## config.mk

```make
export PLATFORM = sky130hd
export DESIGN_NAME = feature_frame_loader_flat
export DESIGN_NICKNAME = d
export VERILOG_FILES = /design/src/rtl/feature_frame_loader_if.sv /design/src/rtl/feature_frame_loader.sv /design/src/flat_wrapper.sv
export SDC_FILE = /design/constraint.sdc
export NUM_CORES = 1
export LEC_CHECK = 0
export CAP_MARGIN = 15
export CORE_ASPECT_RATIO = 1.75
export CORE_UTILIZATION = 30
export CTS_CLUSTER_SIZE = 40
export DETAILED_ROUTE_END_ITERATION = 10
export GPL_ROUTABILITY_DRIVEN = 1
export SETUP_SLACK_MARGIN = 0.3
export SLEW_MARGIN = 5
export SYNTH_ARGS = -nofsm -noshare
export SYNTH_HDL_FRONTEND = slang
export SYNTH_SLANG_ARGS = --single-unit
```

## constraint.sdc

```tcl
create_clock -name clk -period 2.75 [get_ports clk]
set_input_delay 0.55 -clock clk [delete_from_list [all_inputs] [get_ports clk]]
set_output_delay 0.55 -clock clk [all_outputs]
set_load 0.03 [all_outputs]
```

## src/rtl/feature_frame_loader_if.sv

```systemverilog
// Byte-stream handshake bundle between a feature producer and
// feature_frame_loader.
//   in_data   : feature byte (don't-care when in_valid=0)
//   in_valid  : producer presents a byte
//   in_parity : even-parity bit for in_data (checked only with FEATURE_PARITY_EN)
//   in_ready  : loader accepts the byte on this edge
// The master modport is the producer side; the slave modport is the loader side.
interface feature_frame_loader_if;
  logic [7:0] in_data;
  logic       in_valid;
  logic       in_parity;
  logic       in_ready;

  modport master (output in_data, output in_valid, output in_parity, input in_ready);
  modport slave  (input in_data, input in_valid, input in_parity, output in_ready);
endinterface

```

## src/rtl/feature_frame_loader.sv

```systemverilog
// feature_frame_loader: upstream stage of the perceptron classifier.
// Collects two bytes from a valid/ready stream (byte0 -> features1,
// byte1 -> features2), commits both buses on one edge, pulses frame_start,
// then holds the frame for HOLD_CYCLES cycles with in_ready low so the
// serial weight-accumulation pass finishes on stable inputs.
//
// Ports:
//   clk, rst_n   : clock, synchronous active-low reset
//   bus (slave)  : in_data / in_valid / in_parity / in_ready byte stream
//   flush        : aborts a partial frame, or ends a hold early
//   features1/2  : committed byte0 / byte1
//   frame_start  : one-cycle pulse on the cycle a new frame is visible
//   frame_valid  : high while the committed frame is in its hold window
//   frame_count  : committed frames, wraps 255->0
//   err_parity   : sticky parity error
//
// Parameters:
//   HOLD_CYCLES  : cycles in_ready stays low after a commit (>= 1)
//   CNT_W        : hold counter width, 2**CNT_W > HOLD_CYCLES-1
//
// Optional build macro FEATURE_PARITY_EN: when defined, every accepted byte
// must satisfy ^{in_data,in_parity}==0. A failing byte is still handshaken but
// discarded, the partial frame is dropped and err_parity latches high. When
// undefined, in_parity is ignored and err_parity is tied low.
module feature_frame_loader #(
  parameter int HOLD_CYCLES = 96,
  parameter int CNT_W       = 7
) (
  input  logic                  clk,
  input  logic                  rst_n,
  feature_frame_loader_if.slave bus,
  input  logic                  flush,
  output logic [7:0]            features1,
  output logic [7:0]            features2,
  output logic                  frame_start,
  output logic                  frame_valid,
  output logic [7:0]            frame_count,
  output logic                  err_parity
);

  typedef enum logic [1:0] {IDLE_LO, WAIT_HI, HOLD} state_t;

  state_t           state, state_nxt;
  logic [CNT_W-1:0] hold_cnt;
  logic [7:0]       byte0;

  logic accept;     // handshake completes this edge
  logic byte_ok;    // accepted byte passes the parity check (always 1 without it)
  logic stage_en;   // latch byte0
  logic commit;     // publish features1/2
  logic drop;       // discard a staged byte (flush in WAIT_HI or bad byte)
  logic hold_exit;  // last HOLD cycle

`ifdef FEATURE_PARITY_EN
  assign byte_ok = ~^{bus.in_data, bus.in_parity};
`else
  assign byte_ok = 1'b1;
  logic unused_parity;
  assign unused_parity = bus.in_parity;
`endif

  // ---------------- state register ----------------
  always_ff @(posedge clk) begin
    if (!rst_n) state <= IDLE_LO;
    else        state <= state_nxt;
  end

  // ---------------- next state ----------------
  always_comb begin
    state_nxt = state;
    case (state)
      IDLE_LO: if (accept && byte_ok) state_nxt = WAIT_HI;
      WAIT_HI: begin
        if (flush)                  state_nxt = IDLE_LO;
        else if (accept && byte_ok) state_nxt = HOLD;
        else if (accept)            state_nxt = IDLE_LO;
      end
      HOLD:    if (hold_exit) state_nxt = IDLE_LO;
      default: state_nxt = IDLE_LO;
    endcase
  end

  // ---------------- outputs / strobes ----------------
  // flush masks in_ready, so flush together with in_valid never accepts.
  always_comb begin
    bus.in_ready = ((state == IDLE_LO) || (state == WAIT_HI)) && !flush;
    accept       = bus.in_valid && bus.in_ready;
    stage_en     = (state == IDLE_LO) && accept && byte_ok;
    commit       = (state == WAIT_HI) && accept && byte_ok;
    drop         = ((state == WAIT_HI) && flush) || (accept && !byte_ok);
    hold_exit    = (state == HOLD) && ((hold_cnt == '0) || flush);
  end

  // ---------------- datapath ----------------
  // Counter is loaded with HOLD_CYCLES-1 and HOLD exits on the edge where it
  // reads 0, giving exactly HOLD_CYCLES cycles of in_ready low.
  always_ff @(posedge clk) begin
    if (!rst_n) begin
      byte0       <= '0;
      features1   <= '0;
      features2   <= '0;
      frame_start <= 1'b0;
      frame_valid <= 1'b0;
      frame_count <= '0;
      hold_cnt    <= '0;
    end else begin
      frame_start <= commit;
      if (stage_en)  byte0 <= bus.in_data;
      else if (drop) byte0 <= '0;
      if (commit) begin
        features1   <= byte0;
        features2   <= bus.in_data;
        frame_count <= frame_count + 8'd1;
        frame_valid <= 1'b1;
        hold_cnt    <= CNT_W'(HOLD_CYCLES - 1);
      end else if (state == HOLD) begin
        hold_cnt <= hold_cnt - CNT_W'(1);
        if (hold_exit) frame_valid <= 1'b0;
      end
    end
  end

`ifdef FEATURE_PARITY_EN
  always_ff @(posedge clk) begin
    if (!rst_n)                  err_parity <= 1'b0;
    else if (accept && !byte_ok) err_parity <= 1'b1;
  end
`else
  assign err_parity = 1'b0;
`endif

endmodule
```

## src/flat_wrapper.sv

```systemverilog
// flat-port wrapper written by rule: the top's interface ports become plain ports
module feature_frame_loader_flat 
#(
  parameter int HOLD_CYCLES = 96,
  parameter int CNT_W       = 7
)
  (clk, rst_n, flush, features1, features2, frame_start, frame_valid, frame_count, err_parity, bus_in_data, bus_in_valid, bus_in_parity, bus_in_ready);
  feature_frame_loader_if bus_i ();
  input  logic clk;
  input  logic rst_n;
  input  logic flush;
  output logic [7:0] features1;
  output logic [7:0] features2;
  output logic frame_start;
  output logic frame_valid;
  output logic [7:0] frame_count;
  output logic err_parity;
  input wire logic [$bits(bus_i.in_data)-1:0] bus_in_data;
  input wire logic [$bits(bus_i.in_valid)-1:0] bus_in_valid;
  input wire logic [$bits(bus_i.in_parity)-1:0] bus_in_parity;
  output wire logic [$bits(bus_i.in_ready)-1:0] bus_in_ready;
  assign bus_i.in_data = bus_in_data;
  assign bus_i.in_valid = bus_in_valid;
  assign bus_i.in_parity = bus_in_parity;
  assign bus_in_ready = bus_i.in_ready;
  feature_frame_loader #(.HOLD_CYCLES(HOLD_CYCLES), .CNT_W(CNT_W)) u_core (.clk(clk), .rst_n(rst_n), .bus(bus_i), .flush(flush), .features1(features1), .features2(features2), .frame_start(frame_start), .frame_valid(frame_valid), .frame_count(frame_count), .err_parity(err_parity));
endmodule
```

Word level (Yosys, flattened, before mapping)
Index checks and enable logic that the tools add are counted.
Widths: inputs -> output; s select.
{"block": "word_totals", "ff_bits": 43, "in_bits": 13, "output_inout_bits": 28, "word_cells": 46}
{"block": "op_classes", "addsub": 2, "eq_ne": 5, "muxes": 12, "n_bitwise": 1, "reduce_logical": 17}
{"operator": "$mux 8", "n": 2}
{"operator": "$mux 7", "n": 2}
{"operator": "$add 8x1->8 const B", "n": 1}
{"operator": "$mux 2", "n": 4}
{"operator": "$logic_not 7->1", "n": 1}
{"operator": "$sub 7x1->7 const B", "n": 1}
{"operator": "$logic_and 1x1->1", "n": 6}
{"operator": "$pmux 2 s3", "n": 1}
{"operator": "$reduce_bool 2->1", "n": 3}
{"operator": "$ne 2x1->1 const B", "n": 2}
{"operator": "$mux 1", "n": 3}
{"operator": "$ne 3x2->1 const B", "n": 1}
{"operator": "$reduce_and 3->1", "n": 1}
{"operator": "$eq 2x1->1 const B", "n": 1}
{"operator": "$eq 2x2->1 const B", "n": 1}
{"operator": "$logic_not 2->1", "n": 1}
{"operator": "$logic_or 1x1->1", "n": 2}
{"operator": "$reduce_and 2->1", "n": 1}
{"operator": "$reduce_or 2->1", "n": 1}
{"operator": "$logic_not 1->1", "n": 1}
{"operator": "$not 1->1", "n": 1}

Longest topological paths before layout
{"block": "depth", "word_depth": 7, "ltp_mapped": 6, "depth_no_buf": 5}

Worst setup path after synthesis
Ideal clock, no wire load.
{"block": "synth_path", "path_kind": "input port to output port", "start": "input flush", "end": "output bus_in_ready", "arrival_ns": 0.952, "required_time_ns": 2.200, "slack_ns": 1.248, "path_stages": 1, "n_path_buf": 0, "path_cell_list": "nor2_1"}
{"block": "synth_via", "elab_chain_len": 2}
{"item": "start: declaration", "line_no": "flat_wrapper.sv:11", "text": "input logic flush;"}
{"item": "$logic_not 1->1", "line_no": "feature_frame_loader.sv:86", "text": "bus.in_ready = ((state == IDLE_LO) || (state == WAIT_HI)) && !flush;"}
{"item": "$logic_and 1x1->1", "line_no": "feature_frame_loader.sv:86"}
{"item": "end: declaration", "line_no": "flat_wrapper.sv:21", "text": "output wire logic [$bits(bus_i.in_ready)-1:0] bus_in_ready;"}
No other way between the ends.

Worst setup path after layout
Ends and elaborated chain as after synthesis.

==> impl_metrics.toml <==
[drt]
wl_met2_microns = 1894
top_layer = "met4"
drt_pass1_iterations = 4
routed_wirelength_microns = 3888
via_per_inst = 4.864
wl_per_cell_microns = 12.58
drt.antenna.violating_nets = 0
met1_length_microns = 1741
route.vias.total = 1503
wl_met3_microns = 151
drtIter0Drc = 51
drc = 0

[layout]
num_antenna_cells = 0
layout-drive-gt1-share = 0.05579
area.growth.synth_to_final_pct = 31.04
postLayoutCellArea_sq_um = 2287
nets = 247

[synth]
ys_seq_elements = 43
ys_warn_count = 0
syn_area_sq_um = 1745
yosysTopAreaCellShare = 0.4932
yosys_most_used_dff = "dfxtp_1"
yosysTopAreaCell = "dfxtp_1"
avgSynthCellArea_sq_um = 8.905
synth_common_cells = "43 x dfxtp_1, 42 x nand2_1, 20 x a21oi_1, 8 x a32o_1, 8 x nand2b_1"
synth_most_common_cell = "dfxtp_1"
synth_edf_count = 0
synthesis.nets = 211
synth-async-reset-ratio = 0
syn_inst = 196
synth_area_leaders = "dfxtp_1 49%, nand2_1 9.0%, a21oi_1 5.7%"
yosysSeqAreaShare = 0.4932
yosys.cell_types.count = 36

[critical_path]
critPathKind = "input port to output port"
path_common_cell = "clkdlybuf4s50_1"
critical_path.endpoint_type = "output port"
start_kind = "input port"
cp_slowest_cell = "clkdlybuf4s50_1"
cp.arrival_ns = 1.86
cpPeakStageDelay_ns = 0.67
critical_path_buf_inv_count = 2
cp_top_family = "buffers and inverters"
cp.required_ns = 2.20
crit_fanout = 8
crit_chain = "clkdlybuf4s50_1 -> nor2_1 -> clkdlybuf4s50_1"

[clock_tree]
cts-htree-levels = 2
cts_setup_buffers = 0
cts_buffers = 5
clk_pin_slew_ns = 0.07
cts_tree = "yes"
cts_resized = 0
clkLatencyLatePin_ns = 0.29
cts_hold_buf = 0
cts_sinks = 43
clk_path_buf_depth = 2
clk_root_buffer_cell = "clkbuf_8"

[timing]
fin_skew_ns = 0.005954
setup_tns_ns = 0
max_freq_mhz = 415.3
hold_viol_final = 0
slew_violations = 0
worst_pin_slew_ns = 0.5317
fin_crit_ns = 2.408
max-slew-margin-rel = 0.6429
rsz0062_at_grt = "false"
setup_viol = 0
period_share = 0.8756

[floorplan]
die_w_microns = 59.66
io_pins = 41
rows = 36
coreArea_sq_um = 5585
die_y_microns = 102.9
initial_core_util = 0.3125
die-area_sq_um = 6139

[global_routing]
grt_pass1_vias = 1368
overflow = 0
grt_usage = 0.1342
grt_max_degree = 27
grt_pass1_wl_microns = 6175
antenna_found_initial = 0

[placement]
port_buffers = 38
placed_cell_area_sq_um = 2187
routabilityCongestion = 0.7537
detailed_place_hpwl_microns = 2648

[job]
maxCapViolations = 0

[power]
vdd_drop_max_mv = 0.2791
p_leak_nw = 0.7611
power_density_nw_per_um2 = 513.0

[status]
status = "complete, no violations"

[min_path]
hold_class = "register to register"
report_power, final:
| part | leakage (nW) | switching (mW) | internal [mW] |
|---|---|---|---|
| combinational | 0.362 | 0.0514 | 0.0445 |
| clock | 0.0515 | 0.201 | 0.229 |
| sequential | 0.348 | 0.0115 | 0.636 |
worst reg2reg max path: stages, from the launching register on:
cell and delay [ns]:
dfxtp_1 0.55, nand4bb_1 0.28, buf_4 0.31, nor3_1 0.24, mux2i_1 0.20
registers in the layout, indices dropped and copies added (netlist names):
| name | flops |
|---|---|
| u_core.byte0 | 8 |
| u_core.features1 | 8 |
| u_core.features2 | 8 |
| u_core.frame_count | 8 |
| u_core.frame_start | 1 |
| u_core.frame_valid | 1 |
| u_core.hold_cnt | 7 |
| u_core.state | 2 |
cell usage in the layout (no fill, tap or decap), drive strengths merged, types with 2 or more instances in the layout:
cell / instances
mux2i: 5
o31ai: 2
or3: 2
nor3: 5
clkdlybuf4s50: 38
o21ai: 4
clkbuf: 8
a21boi: 4
inv: 5
nor2b: 2
nand3: 4
or4: 3
nand4: 2
a31oi: 3
ha: 2
nand2: 42
nor2: 4
nor4: 2
nand2b: 8
a32o: 8
buf: 3
a21oi: 20
nand3b: 2
xnor2: 3
dfxtp: 43
path summary, 6_finish.rpt:
| kind | slack [ns] | to | cells past startpoint | startpoint |
|---|---|---|---|---|
| worst max register to register | 1.11 | u_core.frame_count[3]$_SDFFE_PN0P_ | 4 | u_core.state[0]$_SDFFE_PN0P_ |
| worst max-delay path | 0.34 | bus_in_ready | 3 | flush |
| worst min-delay path | 0.46 | u_core.features2[0]$_SDFFE_PN0P_ | 2 | u_core.features2[0]$_SDFFE_PN0P_ |
| worst min register to register | 0.46 | u_core.features2[0]$_SDFFE_PN0P_ | 2 | u_core.features2[0]$_SDFFE_PN0P_ |
layout make-up:
| class | count | area, sq um |
|---|---|---|
| Tap cell | 76 | 95.09 |
| Inverter | 6 | 22.52 |
| Sequential cell | 43 | 860.8 |
| Timing Repair Buffer | 41 | 402.9 |
| Multi-Input combinational cell | 135 | 805.8 |
| Clock buffer | 8 | 100.1 |
| Fill cell | 609 | 3298 |
stage by stage:
stage,cells,util,setup slack (ns),hold slack [ns],power (mW)
5_1_grt,309,0.4095,0.3128,0.4833,1.230
3_3_place_gp,301,0.3916,0.3405,0.4391,0.7570
3_5_place_dp,301,0.3916,0.3462,0.4504,0.7584
2_1_floorplan,196,-,1.248,0.4322,0.7175
4_1_cts,309,0.4095,0.3448,0.4624,1.192
6_report,309,0.4095,0.3422,0.4579,1.173
per-layer routing:
| metal | GRT usage | vias up |
|---|---|---|
| met3 | 0.02760 | 7 |
| met5 | 0 | - |
| met2 | 0.2205 | 34 |
| met4 | 0.08408 | 0 |
| met1 | 0.1552 | 714 |
| li1 | - | 748 |
cells by family after synthesis:
| logic type | synth area share |
|---|---|
| and+or+nand+nor | 0.2365 |
| AOI/OAI and AO/OA | 0.1599 |
| DFF | 0.4932 |
| buffers and inverters | 0.04516 |
| muxes | 0.02867 |
| xor gates and xnor gates | 0.02008 |
| adders and majority gates | 0.01433 |
| other | 0.002148 |
No activity file was read; power rests on OpenSTA's default activity.
==> RTL change (same settings) <==
`CNT_W` is set to 7 in 2 places; all go to 9.
--- a/src/rtl/feature_frame_loader.sv
+++ b/src/rtl/feature_frame_loader.sv
@@ -24,7 +24,7 @@
 // undefined, in_parity is ignored and err_parity is tied low.
 module feature_frame_loader #(
   parameter int HOLD_CYCLES = 96,
-  parameter int CNT_W       = 7
+  parameter int CNT_W       = 9
 ) (
   input  logic                  clk,
   input  logic                  rst_n,
--- a/src/flat_wrapper.sv
+++ b/src/flat_wrapper.sv
@@ -2,7 +2,7 @@
 module feature_frame_loader_flat 
 #(
   parameter int HOLD_CYCLES = 96,
-  parameter int CNT_W       = 7
+  parameter int CNT_W       = 9
 )
   (clk, rst_n, flush, features1, features2, frame_start, frame_valid, frame_count, err_parity, bus_in_data, bus_in_valid, bus_in_parity, bus_in_ready);
   feature_frame_loader_if bus_i ();
Check against the original RTL: no difference found for any inputs over 10 cycles, from zero or initial values and one cycle with rst_n low; that may be too few to reach the edited logic, so the function may still have changed.
==> RTL change against the original RTL <==
Worst setup slack improved by 0.065 ns. Total power increased by 2.3%. Count of clock-buffer cells in the layout decreased by 3. Sequential cell count increased by 2. Final area increased by 4.6%. Wire length increased by 11%. Critical path type unchanged. Area after synthesis increased by 5.1%. Non-clock buffer count increased by 2.
==> RTL change: results (changes against the original RTL) <==
<table>
<tr><th>Metric</th><th>Value</th></tr>
<tr><th colspan="2">Critical path</th></tr>
<tr><td>Number of cell instances on the worst register-to-register path</td><td>3 (-1)</td></tr>
<tr><td>Worst-path maximum fanout</td><td>2 (-6)</td></tr>
<tr><td>CP max stage delay</td><td>0.69 ns (+0.02 ns)</td></tr>
<tr><td>Worst setup slack for register-to-register paths</td><td>0.88 ns (-0.23 ns)</td></tr>
<tr><td>Endpoint of the most critical register-to-register path</td><td>u_core.hold_cnt[5]$_SDFFE_PP0P_</td></tr>
<tr><td>Worst r2r src</td><td>u_core.state[1]$_SDFFE_PN0P_</td></tr>
<tr><td>CP Data Arrival Time</td><td>1.79 ns (-0.07 ns)</td></tr>
<tr><th colspan="2">GRT</th></tr>
<tr><td>Via count of the first global-routing pass</td><td>1,462 (+6.9%)</td></tr>
<tr><td>GRT Resource Usage Total</td><td>14.7% (+1.2 points)</td></tr>
<tr><td>First-pass GRT wire length</td><td>7030 um (+14%)</td></tr>
<tr><th colspan="2">STA</th></tr>
<tr><td>Worst slew margin</td><td>43.9% (-20 points)</td></tr>
<tr><th colspan="2">Finish</th></tr>
<tr><td># nets final</td><td>257 (+4.0%)</td></tr>
<tr><td>Share of layout cells above drive strength 1</td><td>8.23% (+2.7 points)</td></tr>
<tr><th colspan="2">Place</th></tr>
<tr><td>RD Place Congestion</td><td>0.706 (-6.3%)</td></tr>
<tr><td>HPWL after DPL</td><td>3000 um (+13%)</td></tr>
<tr><th colspan="2">Clocking</th></tr>
<tr><td>Clock transition time at the flip-flop clock pins of the worst setup and hold paths</td><td>0.09 ns (+0.02 ns)</td></tr>
<tr><th colspan="2">Yosys</th></tr>
<tr><td>Sequential element share of the synthesized area</td><td>49.1% (-0.21 points)</td></tr>
<tr><td>Top cells by area in the synthesized netlist</td><td>dfxtp_1 (49%), nand2_1 (8.6%), a21oi_1 (6.8%), a32o_1 (4.4%), nand2b_1 (2.0%)</td></tr>
<tr><td>Synth unique cells</td><td>40 (+11%)</td></tr>
<tr><td>Syn Nets</td><td>221 (+4.7%)</td></tr>
<tr><td>Commonest cells in the netlist</td><td>dfxtp_1 (45), nand2_1 (42), a21oi_1 (25)</td></tr>
<tr><th colspan="2">Power</th></tr>
<tr><td>Peak supply drop</td><td>307 uV (+10%)</td></tr>
<tr><td>Static power due to leakage</td><td>0.798 nW (+4.9%)</td></tr>
<tr><td>Switching share of power</td><td>25.5% (+3.1 points)</td></tr>
<tr><td>Comb pwr</td><td>0.000104 W (+8%)</td></tr>
<tr><th colspan="2">Drt</th></tr>
<tr><td>Per-cell routed wire length</td><td>13.5 um (+7.2%)</td></tr>
<tr><td>1st-iter DRT viols</td><td>44 (-14%)</td></tr>
<tr><td>Avg Vias per Cell</td><td>5.03 (+3.5%)</td></tr>
<tr><th colspan="2">Hold path</th></tr>
<tr><td>Hold path start</td><td>u_core.byte0[5]$_SDFFE_PN0P_</td></tr>
<tr><th colspan="2">Outcome</th></tr>
<tr><td>Outcome</td><td>finished clean</td></tr>
</table>
## RTL change: through the flow
stage / setup slack [ns] / instance area (um2) / power (W) / util, % / cells
floorplan: 1.12 / 1830 / 0.000753 / - / 206
global placement: 0.392 / 2300 / 0.000798 / 39.2 / 313
detailed placement: 0.385 / 2300 / 0.000799 / 39.2 / 313
CTS: 0.379 / 2390 / 0.00121 / 40.7 / 321
global route: 0.356 / 2390 / 0.00125 / 40.7 / 321
finish: 0.407 / 2390 / 0.00120 / 40.7 / 321
## RTL change: cell families (layout without fill, tap and decap cells)
group	Yosys count	count (layout)	share of synthesized area (%)
AOI/OAI and AO/OA	52	52	18.2
xor gates and xnor gates	3	3	1.43
adders and majority gates	2	2	1.36
buffers and inverters	22	59	5.05
DFF	45	45	49.1
muxes	2	2	1.09
other	1	1	0.204
and+or+nand+nor	79	79	23.5
## RTL change: final cells by class
| type | count | area [um2] |
|---|---|---|
| fill | 639 | 3490 |
| sequential | 45 | 901 |
| multi-input combinational | 139 | 856 |
| timing repair buffer | 43 | 418 |
| tap | 78 | 97.6 |
| clock buffer | 5 | 68.8 |
| inverter | 8 | 30.0 |
| clock inverter | 3 | 21.3 |
## RTL change: worst max-delay path by stage
| stage | end | slack, ns |
|---|---|---|
| 4_1_cts | bus_in_ready | 0.38 |
| 5_1_grt | bus_in_ready | 0.36 |
| 3_3_place_gp | bus_in_ready | 0.39 |
| 6_report | bus_in_ready | 0.41 |
| 2_1_floorplan | u_core.byte0[0]$_SDFFE_PN0P_ | 1.12 |
| 3_5_place_dp | bus_in_ready | 0.39 |
## RTL change: routing by layer
metal  GRT usage [%]  up-vias  wire length [um]
li1                -      805                 -
met1            15.9      779              1690
met2            25.6       27              2430
met3            3.19        5               119
met4            6.82        0                89
met5               0        -                 0
